===== config.mk =====
export PLATFORM = sky130hd
export DESIGN_NAME = next_pc_unit_flat
export DESIGN_NICKNAME = d
export VERILOG_FILES = /design/src/rtl/next_pc_unit_if.sv /design/src/rtl/next_pc_unit.sv /design/src/flat_wrapper.sv
export SDC_FILE = /design/constraint.sdc
export NUM_CORES = 1
export LEC_CHECK = 0
export ABC_AREA = 1
export BUFFER_PORTS_ARGS = -buffer_cell sky130_fd_sc_hd__clkbuf_2
export CORE_ASPECT_RATIO = 1.25
export CORE_MARGIN = 5
export CORE_UTILIZATION = 49
export DETAILED_ROUTE_END_ITERATION = 16
export HOLD_SLACK_MARGIN = 0.12
export PLACE_DENSITY = 0.87
export SYNTH_ARGS = -nofsm -noshare
export SYNTH_HDL_FRONTEND = slang
export SYNTH_SLANG_ARGS = --single-unit

===== constraint.sdc =====
create_clock -name Clk -period 2.1 [get_ports Clk]
set_clock_uncertainty 0.1 [all_clocks]
set_input_delay 0.42 -clock Clk [delete_from_list [all_inputs] [get_ports Clk]]
set_output_delay 0.42 -clock Clk [all_outputs]
set_load 0.005 [all_outputs]

===== src/rtl/next_pc_unit_if.sv =====
// Fetch-side bus of the next-PC unit: redirect requests coming from decode
// and the PC/flush/statistics values going back to fetch and decode.
interface next_pc_unit_if #(
    parameter int CNT_WIDTH = 16
);
    logic                 Stall;
    logic                 Branch;
    logic                 Zero;
    logic [31:0]          SignImm;
    logic                 Jump;
    logic [27:0]          JumpTarget;
    logic                 JumpReg;
    logic [31:0]          RegTarget;
    logic [31:0]          PC;
    logic [31:0]          DecPCPlus4;
    logic                 Flush;
    logic [CNT_WIDTH-1:0] RedirectCount;

    // Decode/control side: issues requests, observes the fetch state.
    modport master (
        output Stall, Branch, Zero, SignImm, Jump, JumpTarget, JumpReg, RegTarget,
        input  PC, DecPCPlus4, Flush, RedirectCount
    );

    // The next-PC unit itself.
    modport slave (
        input  Stall, Branch, Zero, SignImm, Jump, JumpTarget, JumpReg, RegTarget,
        output PC, DecPCPlus4, Flush, RedirectCount
    );
endinterface


===== src/rtl/next_pc_unit.sv =====
// Fetch-stage program-counter unit. Holds the fetch PC and the PC+4 of the
// instruction in decode, picks the next PC from sequential / branch / jump /
// jump-register sources, squashes the wrong-path instruction for one cycle
// after every taken redirect and counts taken redirects (saturating).
module next_pc_unit #(
    parameter logic [31:0] RESET_PC  = 32'h0040_0000,
    parameter int          CNT_WIDTH = 16
) (
    input  logic            Clk,
    input  logic            Reset,
    next_pc_unit_if.slave   bus
);
    typedef enum logic {
        RUN   = 1'b0,
        FLUSH = 1'b1
    } state_t;

    typedef enum logic [1:0] {
        SRC_SEQ,
        SRC_BRANCH,
        SRC_JUMP,
        SRC_JREG
    } src_t;

    localparam logic [CNT_WIDTH-1:0] CNT_MAX = '1;
    localparam logic [CNT_WIDTH-1:0] CNT_ONE = {{(CNT_WIDTH-1){1'b0}}, 1'b1};

    state_t               state;
    logic [31:0]          pc_q;
    logic [31:0]          dec_q;
    logic [CNT_WIDTH-1:0] cnt_q;

    logic [31:0] pc_plus4;
    logic [31:0] branch_target;
    logic [31:0] jump_target;
    logic [31:0] target;
    src_t        src;
    logic        taken;

    // Candidate targets; all additions wrap modulo 2^32.
    assign pc_plus4      = pc_q + 32'd4;
    assign branch_target = dec_q + {bus.SignImm[29:0], 2'b00};
    assign jump_target   = {dec_q[31:28], bus.JumpTarget};

    // Priority select of the redirect source: jr, then j/jal, then taken beq.
    always_comb begin
        // NOTE: defaults first so every path assigns every output and no latch is inferred.
        src    = SRC_SEQ;
        target = pc_plus4;
        if (bus.JumpReg) begin
            src    = SRC_JREG;
            target = bus.RegTarget;
        end else if (bus.Jump) begin
            src    = SRC_JUMP;
            target = jump_target;
        end else if (bus.Branch && bus.Zero) begin
            src    = SRC_BRANCH;
            target = branch_target;
        end
    end

    assign taken = (src != SRC_SEQ);

    // PC, decode PC+4, RUN/FLUSH state and redirect counter; reset wins over stall.
    always_ff @(posedge Clk) begin
        // NOTE: non-blocking assignments so every register samples pre-edge values.
        if (Reset) begin
            pc_q  <= RESET_PC;
            dec_q <= RESET_PC;
            state <= FLUSH;
            cnt_q <= '0;
        end else if (!bus.Stall) begin
            dec_q <= pc_plus4;
            case (state)
                RUN: begin
                    if (taken) begin
                        pc_q  <= target;
                        state <= FLUSH;
                        if (cnt_q != CNT_MAX) begin
                            cnt_q <= cnt_q + CNT_ONE;
                        end
                    end else begin
                        pc_q <= pc_plus4;
                    end
                end
                FLUSH: begin
                    // Requests seen here belong to the squashed instruction.
                    pc_q  <= pc_plus4;
                    state <= RUN;
                end
                default: begin
                    pc_q  <= pc_plus4;
                    state <= FLUSH;
                end
            endcase
        end
    end

    assign bus.PC            = pc_q;
    assign bus.DecPCPlus4    = dec_q;
    assign bus.Flush         = (state == FLUSH);
    assign bus.RedirectCount = cnt_q;

endmodule


===== src/flat_wrapper.sv =====
// flat-port wrapper written by rule: the top's interface ports become plain ports
module next_pc_unit_flat 
#(
    parameter logic [31:0] RESET_PC  = 32'h0040_0000,
    parameter int          CNT_WIDTH = 16
)
  (Clk, Reset, bus_Stall, bus_Branch, bus_Zero, bus_SignImm, bus_Jump, bus_JumpTarget, bus_JumpReg, bus_RegTarget, bus_PC, bus_DecPCPlus4, bus_Flush, bus_RedirectCount);
  next_pc_unit_if #(.CNT_WIDTH(CNT_WIDTH)) bus_i ();
  input  logic Clk;
  input  logic Reset;
  input wire logic [$bits(bus_i.Stall)-1:0] bus_Stall;
  input wire logic [$bits(bus_i.Branch)-1:0] bus_Branch;
  input wire logic [$bits(bus_i.Zero)-1:0] bus_Zero;
  input wire logic [$bits(bus_i.SignImm)-1:0] bus_SignImm;
  input wire logic [$bits(bus_i.Jump)-1:0] bus_Jump;
  input wire logic [$bits(bus_i.JumpTarget)-1:0] bus_JumpTarget;
  input wire logic [$bits(bus_i.JumpReg)-1:0] bus_JumpReg;
  input wire logic [$bits(bus_i.RegTarget)-1:0] bus_RegTarget;
  output wire logic [$bits(bus_i.PC)-1:0] bus_PC;
  output wire logic [$bits(bus_i.DecPCPlus4)-1:0] bus_DecPCPlus4;
  output wire logic [$bits(bus_i.Flush)-1:0] bus_Flush;
  output wire logic [$bits(bus_i.RedirectCount)-1:0] bus_RedirectCount;
  assign bus_i.Stall = bus_Stall;
  assign bus_i.Branch = bus_Branch;
  assign bus_i.Zero = bus_Zero;
  assign bus_i.SignImm = bus_SignImm;
  assign bus_i.Jump = bus_Jump;
  assign bus_i.JumpTarget = bus_JumpTarget;
  assign bus_i.JumpReg = bus_JumpReg;
  assign bus_i.RegTarget = bus_RegTarget;
  assign bus_PC = bus_i.PC;
  assign bus_DecPCPlus4 = bus_i.DecPCPlus4;
  assign bus_Flush = bus_i.Flush;
  assign bus_RedirectCount = bus_i.RedirectCount;
  next_pc_unit #(.RESET_PC(RESET_PC), .CNT_WIDTH(CNT_WIDTH)) u_core (.Clk(Clk), .Reset(Reset), .bus(bus_i));
endmodule

; Yosys cells after proc, flatten, opt, wreduce, memory -nomap -nowiden
; Cells that the tools add are included.
; W data, S select, Z words.
[totals]
regBits = 81
input_bits = 99
out_inout_bits = 81
elab_cells = 23
[classes]
n_addsub = 3
eq_ne = 1
n_mux = 10
bitwise = 2
reduce_logical = 3
[ops]
columns = operator, count
row1 = $mux W32, 4
row2 = $pmux W32 S2, 1
row3 = $add A32 B3 Y32 const B, 1
row4 = $add A32 B32 Y32, 1
row5 = $add A16 B1 Y16 const B, 1
row6 = $ne A16 B16 Y1 const B, 1
row7 = $mux W2, 2
row8 = $reduce_and A4 Y1, 1
row9 = $mux W1, 2
row10 = $not A1 Y1, 2
row11 = $pmux W1 S2, 1
row12 = $reduce_bool A2 Y1, 1
row13 = $logic_and A1 B1 Y1, 1

; Longest topological paths before layout
; Gate-level depths: netlist (run 1).
[depth]
ltp_word = 7
ltp_mapped = 17

; Worst setup path after synthesis (run 1)
; Ideal clock, no wire load.
[synth_path]
kind = in2reg
start = in bus_SignImm[0]
end = reg u_core.pc_q[28] (netlist: u_core.bus.PC[28])
setup_time_ns = 0.070
t_arrival_ns = 1.972
setup_slack_ns = -0.042
stages = 17
cell_sequence = ha_1 > fa_1 > nand2_1 > nand2_1 > nand3_1 > nand2_1 > nand2_1 > nand2_1 > nand2_1 > nand3_1 > nand2_1 > nand3_1 > nand2_1 > nand2_1 > nand2_1 > nand2_1 > a21oi_1
[synth_between]
elab_chain_cells = 6
[synth_rtl]
columns = item, line
row1 = "start, declared", flat_wrapper.sv:14  ; input wire logic [$bits(bus_i.SignImm)-1:0] bus_SignImm;
row2 = $add A32 B32 Y32, next_pc_unit.sv:42  ; assign branch_target = dec_q + {bus.SignImm[29:0], 2'b00};
row3 = $mux W32, next_pc_unit.sv:56  ; end else if (bus.Branch && bus.Zero) begin
row4 = $mux W32, next_pc_unit.sv:53  ; end else if (bus.Jump) begin
row5 = $mux W32, next_pc_unit.sv:50  ; if (bus.JumpReg) begin
row6 = $mux W32, next_pc_unit.sv:76  ; if (taken) begin
row7 = $pmux W32 S2, next_pc_unit.sv:74  ; case (state)
row8 = "end signal, assigned", next_pc_unit.sv:77  ; pc_q <= target;
row9 = "end signal, assigned", next_pc_unit.sv:83  ; pc_q <= pc_plus4;
row10 = "end signal, assigned", next_pc_unit.sv:88  ; pc_q <= pc_plus4;
row11 = "end, declared", next_pc_unit.sv:29  ; logic [31:0] pc_q;
; No other way between the ends.
; A chain may end at the register's enable or synchronous reset.

; Worst setup path in the final report (run 1)
[layout_path]
start = reg u_core.dec_q[13] (netlist: u_core.bus.DecPCPlus4[13])
end = reg u_core.pc_q[15] (netlist: u_core.bus.PC[15])
[layout_between]
elab_chain_cells = 6
[layout_rtl]
columns = item, line
row1 = "start, declared", next_pc_unit.sv:30  ; logic [31:0] dec_q;
row2 = "start signal, assigned", next_pc_unit.sv:73  ; dec_q <= pc_plus4;
row3 = $add A32 B32 Y32, next_pc_unit.sv:42
row4 = $mux W32, next_pc_unit.sv:56
row5 = $mux W32, next_pc_unit.sv:53
row6 = $mux W32, next_pc_unit.sv:50
row7 = $mux W32, next_pc_unit.sv:76
row8 = $pmux W32 S2, next_pc_unit.sv:74
; No other way between the ends.

==> metrics.yaml, run 1 <==
critical_path:
  critical_path.slowest_cell: "dfxtp_1"
  crit_top_cell: "a21oi_1"
  worst-endpoint-required_ns: 2.29
  crit_arrival_ns: 2.43
  worst-path-buf-inv: 1
  setup.worst_path.class: "reg -> reg"
  cp_top_family: "compound AO/OA/AOI/OAI gates"
  crit_fanout: 4
  cp-end-kind: "flip-flop"
  cp_cell_sequence: "ha_4 > nand2_2 > inv_1 > nand2_1 > nand2_1 > a21oi_2 > nand2_2 > a21oi_1 > o21ai_1 > a21oi_1 > o21ai_1 > a21oi_1"
  cp-start-kind: "flip-flop"
  max_stage_delay_ns: 0.39
power:
  p_comb_frac: 0.305
  finalPower_mw: 4.958
  power_frac_clock: 0.354
  p_leak_nw: 5.113
  power.share.switching: 0.3548
  p_sw_mw: 1.759
  p_per_area_mw_per_mm2: 479.5
  power.internal_mw: 3.199
  peakVddDrop_mv: 0.4241
  pwr-share-seq: 0.341
sta:
  max_freq_mhz: 447.1
  layout_min_cycle_time_ns: 2.237
  setup_viol: 21
  slew_headroom: 0.6997
  timing.final.crit_share: 1.065
  worst_slew_pin_slew_ns: 0.4463
  finalHoldViolCount: 0
  hold_slack_ns: 0.3417
  rsz0062_at_grt: "true"
  slew_viol_final: 0
  worst_slack_ns: -0.1365
placed_design:
  post-dp-hpwl_um: 21940
  place.gp.congestion: 0.9930
  port_buffers: 177
  place_ws_ns: -0.3053
yosys:
  synth_top_family_by_area: "simple AND/OR/NAND/NOR gates"
  synth_nets: 1342
  ys_seq_area_frac: 0.2326
  syn_inst: 1211
  synth_mux_area_frac: 0
  synthXorXnorAreaFrac: 0.03518
  synth_seq_cells: 81
  synth_area_sq_mm: 0.006972
  synth_compound_area_frac: 0.1656
  async_flop_share: 0
  synth.avg_cell_area_sq_um: 5.757
  synth_cell_type_count: 48
  ys.flop_type: "dfxtp_1"
  synth_edf_count: 0
  synth_simple_gate_area_share: 0.4108
  synthAdderAreaFrac: 0.05851
  ys.warnings.count: 0
grt:
  grt_max_degree: 64
  grt_pass1_vias: 8479
  met1_usage: 0.4163
  antenna_found_initial: 0
  grt_usage: 0.3265
  busiest_layer: "met2"
  use_met3: 0.04423
  overflow: 0
  met2_usage: 0.5547
  grt_first_pass_wirelength_um: 43000
clocking:
  clkSinkCount: 81
  cts_hold_buf: 0
  cts_root_buf: "clkbuf_16"
  cts_tree: "done"
  cts.clk_slew.worst_paths_ns: 0.08
  htreeDepth: 3
  clock_latency_ns: 0.37
  cts_buffer_depth: 2
  cts_buffers: 9
cells_and_area:
  final_common_cell: "nand2_1"
  nNetsFinal: 1626
  final_core_util: 0.7452
  final_cell_mix: "nand2_1 (363), clkbuf_2 (177), buf_4 (130)"
  area_growth_pct: 48.30
  drive_gt1_frac: 0.3753
  antenna_cells: 0
die:
  chipHeight_um: 143.4
  die_area_sq_mm: 0.01673
  boundaryPins: 180
  die_w_um: 116.7
  coreArea_sq_mm: 0.01387
  start_util: 0.5025
  rows: 48
drt:
  drc: 0
  ant_nets: 0
  via_per_inst: 5.765
  dr.pass1.iters: 6
  vias: 9657
  wire_per_inst_um: 18.62
  drt_iter0_markers: 1346
  drt-total-wl_um: 31180
run:
  maxCapViolCount: 0
outcome:
  failed_checks: "negative setup slack"
  status: "finished, violations left"
hold_path:
  hold_path_class: "in -> reg"
==> registers in the layout, summed over array words and instances, names as in the netlist <==
name                      count
u_core.bus.RedirectCount     16
u_core.bus.DecPCPlus4        32
u_core.bus.Flush              1
u_core.bus.PC                32
==> tightest hold or removal path, delay by kind of cell <==
kind	cells	cell delay, ns
AO/OA/AOI/OAI	2	0.24
buffers and inverters	1	0.10
==> synthesized netlist by cell type, types with 3 or more instances <==
master / n / area, sq um
a31oi_1: 3 / 18.77
and2_1: 3 / 18.77
xnor2_1: 9 / 78.83
nand3_1: 64 / 320.3
o21ai_0: 25 / 125.1
nor3_1: 13 / 65.06
clkbuf_1: 35 / 131.4
nand2_2: 4 / 25.02
nor4_1: 4 / 25.02
nor2_1: 117 / 439.2
a21oi_1: 135 / 675.7
inv_2: 8 / 30.03
clkinv_1: 4 / 15.01
o22ai_1: 3 / 18.77
xor2_1: 19 / 166.4
inv_1: 125 / 469.2
a211oi_1: 3 / 22.52
o21bai_1: 5 / 37.54
nor2_2: 4 / 25.02
a221oi_1: 8 / 70.07
nor2_4: 3 / 33.78
or2_1: 5 / 31.28
nand3b_1: 7 / 52.55
o21ai_1: 18 / 90.09
nand4_1: 16 / 100.1
ha_1: 31 / 387.9
dfxtp_1: 81 / 1622
nand2_1: 426 / 1599
or2_0: 3 / 18.77
==> per-stage QoR <==
stage               setup TNS (ns)  instance area (sq um)  instances
finish                      -1.261                  10340       1675
floorplan                        0                   6983       1211
CTS                        -0.1103                   9428       1671
detailed placement          -5.680                   8937       1652
global route                -3.657                  10340       1675
global placement            -4.913                   8937       1652
==> final timing paths <==
path / startpoint / endpoint / slack [ns] / cells past startpoint
worst max-delay path: u_core.bus.DecPCPlus4[13]$_SDFFE_PP0N_ / u_core.bus.PC[15]$_SDFFE_PP0N_ / -0.14 / 12
worst min-delay path: bus_RegTarget[30] / u_core.bus.PC[30]$_SDFFE_PP0N_ / 0.34 / 3
worst max register to register: u_core.bus.DecPCPlus4[13]$_SDFFE_PP0N_ / u_core.bus.PC[15]$_SDFFE_PP0N_ / -0.14 / 12
worst min register to register: u_core.bus.PC[1]$_SDFFE_PP0P_ / u_core.bus.DecPCPlus4[1]$_SDFFE_PP0N_ / 0.39 / 2
==> metal layers <==
metal,part of all wire,wire (um)
met1,0.37,11550
met2,0.48,15050
met3,0.095,2971
met4,0.052,1610
met5,0,0
==> power by group through the flow <==
stage	Clock [mW]	Combinational, mW	Sequential [mW]
after CTS	1.72	1.27	1.68
after global routing	1.78	1.62	1.70
after floorplan	0	0.635	1.71
final	1.75	1.51	1.69
after global placement	0	1.22	1.71
after detailed placement	0	1.23	1.71
==> final cells by class <==
type	instances	area, sq um
clock buffer	9	225.2
inverter	137	514.2
fill	1108	3535
tap	175	219.0
sequential	81	1654
clock inverter	7	86.33
timing repair buffer	314	1967
multi-input combinational	952	5673
==> cell families after synthesis <==
logic type / after synthesis
AOI/OAI and AO/OA: 212
xor gates and xnor gates: 28
and+or+nand+nor: 680
buffers and inverters: 178
DFF: 81
adders and majority gates: 32
==> repair_timing <==
action                     CTS  global route
setup endpoints to repair   23            29
hold endpoints to repair     0             0
buffers inserted             3             6
resized for setup           37           207
pin swaps                    8            58
No activity file was read; power rests on OpenSTA's default activity.
==> inputs of run 2 (changes only) <==
--- a/config.mk
+++ b/config.mk
@@ -7,9 +7,11 @@
 export LEC_CHECK = 0
 export ABC_AREA = 1
 export BUFFER_PORTS_ARGS = -buffer_cell sky130_fd_sc_hd__clkbuf_2
+export CELL_PAD_IN_SITES_DETAIL_PLACEMENT = 0
+export CELL_PAD_IN_SITES_GLOBAL_PLACEMENT = 1
 export CORE_ASPECT_RATIO = 1.25
 export CORE_MARGIN = 5
-export CORE_UTILIZATION = 49
+export CORE_UTILIZATION = 33
 export DETAILED_ROUTE_END_ITERATION = 16
 export HOLD_SLACK_MARGIN = 0.12
 export PLACE_DENSITY = 0.87
==> metrics.yaml, run 2 (same netlist as run 1, synthesis figures left out) <==
outcome:
  status: "finished, violations left"
  failed_checks: "negative setup slack"
sta:
  max_freq_mhz: 466.8
  setup_viol: 6
  slew_headroom: 0.5976
  worst_slack_ns: -0.04219
  worst_slew_pin_slew_ns: 0.6030
  layout_min_cycle_time_ns: 2.142
  timing.final.crit_share: 1.020
  finalHoldViolCount: 0
  rsz0062_at_grt: "true"
  slew_viol_final: 0
  tns_ns: -0.1486
die:
  start_util: 0.3349
  die_w_um: 140.0
  rows: 59
  boundaryPins: 180
  chipHeight_um: 172.5
  coreArea_sq_mm: 0.02082
  die_area_sq_mm: 0.02415
critical_path:
  cp-start-kind: "flip-flop"
  max_stage_delay_ns: 0.34
  setup.worst_path.class: "reg -> reg"
  reg2reg_from: "u_core.bus.DecPCPlus4[12]$_SDFFE_PP0N_"
  regToRegEndpoint: "u_core.bus.PC[25]$_SDFFE_PP0N_"
  cp-end-kind: "flip-flop"
  rrSetupSlack_ns: -0.04
  worst-endpoint-required_ns: 2.29
  r2r_cells: 15
  crit_arrival_ns: 2.33
  cp_cell_sequence: "ha_4 > nand2_2 > buf_4 > nor2_4 > buf_4 > nand2_1 > nor2_1 > nand2_2 > nand4_1 > nand3_2 > nand2_1 > nand2_1 > nand2_1 > nand2_1 > a21oi_1"
  crit_fanout: 3
  critical_path.slowest_cell: "dfxtp_2"
  crit_top_cell: "nand2_1"
cells_and_area:
  drive_gt1_frac: 0.3528
  final_common_cell: "nand2_1"
  final_area_sq_mm: 0.01030
  nNetsFinal: 1634
  antenna_cells: 0
  area_growth_pct: 47.76
  final_cell_mix: "nand2_1 (379), clkbuf_2 (177), buf_4 (137)"
  final_core_util: 0.4948
drt:
  vias: 8928
  drc: 0
  dr.pass1.iters: 5
  drt_iter0_markers: 597
  ant_nets: 0
  wire_per_inst_um: 16.43
  via_per_inst: 5.010
  drt-total-wl_um: 29270
hold_path:
  worstHoldStart: "bus_RegTarget[30]"
  holdPathEnd: "u_core.bus.PC[30]$_SDFFE_PP0N_"
  whs_path_depth: 3
  hold_path_class: "in -> reg"
grt:
  grt_pass1_vias: 8594
  overflow: 0
  grt_max_degree: 64
  antenna_found_initial: 0
  grt_first_pass_wirelength_um: 44480
  grt_usage: 0.2301
power:
  power_frac_clock: 0.346
  p_sw_mw: 1.697
  power.share.switching: 0.3544
  peakVddDrop_mv: 0.3549
  pwr-share-seq: 0.354
  p_per_area_mw_per_mm2: 464.8
  p_leak_nw: 5.025
  p_comb_frac: 0.300
  power.internal_mw: 3.091
placed_design:
  port_buffers: 177
  place.gp.congestion: 0.9773
  placed_area_sq_mm: 0.009154
  post-dp-hpwl_um: 23150
clocking:
  cts_root_buf: "clkbuf_16"
  cts.clk_slew.worst_paths_ns: 0.07
  cts_hold_buf: 0
  cts_tree: "done"
  cts_buffer_depth: 2
  clock_latency_ns: 0.36
  clkSinkCount: 81
  htreeDepth: 3
  cts_buffers: 9
run:
  maxCapViolCount: 0
-- run 2: changes by cell type in the layout (fill, tap and decap cells not counted), moves of 3 or more --
cell     before  now
a21oi_1     114  117
nand3_1      39   52
buf_4       130  137
nand3_2      23   11
nand2_1     363  379
nand2_2      54   43
nor2_1       93   96
nand2_4      15   10
-- run 2: layout make-up --
cell class / count / area (sq um)
sequential: 81 / 1655
tap: 274 / 342.8
multi-input combinational: 952 / 5444
clock buffer: 9 / 225.2
fill: 2166 / 10520
inverter: 137 / 514.2
clock inverter: 7 / 71.32
timing repair buffer: 322 / 2048
-- run 2: power groups by stage --
stage / logic, mW / clock network [mW] / registers (mW)
global placement: 1.25 / 0 / 1.71
floorplan: 0.635 / 0 / 1.71
detailed placement: 1.26 / 0 / 1.71
CTS: 1.31 / 1.69 / 1.68
global route: 1.58 / 1.75 / 1.70
finish: 1.44 / 1.66 / 1.69
-- run 2: what timing repair did --
| item | in CTS | in global routing |
|---|---|---|
| endpoints found under the setup margin | 25 | 27 |
| pin swaps | 16 | 41 |
| setup buffers | 1 | 5 |
| gates resized for setup | 51 | 142 |
| hold endpoints to repair | 0 | 0 |
-- run 2: worst max-delay path: cells and delay by family, from the launching register on --
kind / cells / cell delay, ns
compound gates: 1 / 0.13
fa+ha+maj: 1 / 0.28
buf+inv: 2 / 0.28
flops: 1 / 0.34
simple gates: 11 / 0.94
-- run 2: per-layer routing --
layer  GRT usage  share of wire
met5           0              0
met4     0.09168          0.035
met3     0.04360          0.069
met2      0.3927           0.49
met1      0.2839           0.41
-- run 2: how the worst max path moves through the flow --
stage | from | depth (start not counted) | slack, ns | end
2_1_floorplan | bus_SignImm[0] | 17 | 0.01 | u_core.bus.PC[28]$_SDFFE_PP0N_
4_1_cts | u_core.bus.DecPCPlus4[2]$_SDFFE_PP0N_ | 15 | -0.06 | u_core.bus.PC[22]$_SDFFE_PP1N_
3_5_place_dp | bus_SignImm[17] | 14 | -0.35 | u_core.bus.PC[24]$_SDFFE_PP0N_
3_3_place_gp | bus_SignImm[4] | 15 | -0.35 | u_core.bus.PC[11]$_SDFFE_PP0N_
5_1_grt | u_core.bus.DecPCPlus4[12]$_SDFFE_PP0N_ | 15 | -0.18 | u_core.bus.PC[25]$_SDFFE_PP0N_
6_report | u_core.bus.DecPCPlus4[12]$_SDFFE_PP0N_ | 15 | -0.04 | u_core.bus.PC[25]$_SDFFE_PP0N_
-- run 2: through the flow --
stage | power, mW | cells | setup WS, ns | hold WS, ns
after floorplan | 2.350 | 1211 | 0.01421 | 0.3494
after global placement | 2.966 | 1760 | -0.3458 | 0.3598
after detailed placement | 2.971 | 1760 | -0.3452 | 0.3709
after CTS | 4.678 | 1777 | -0.05942 | 0.3294
after global routing | 5.030 | 1782 | -0.1809 | 0.3446
final | 4.788 | 1782 | -0.04219 | 0.3351
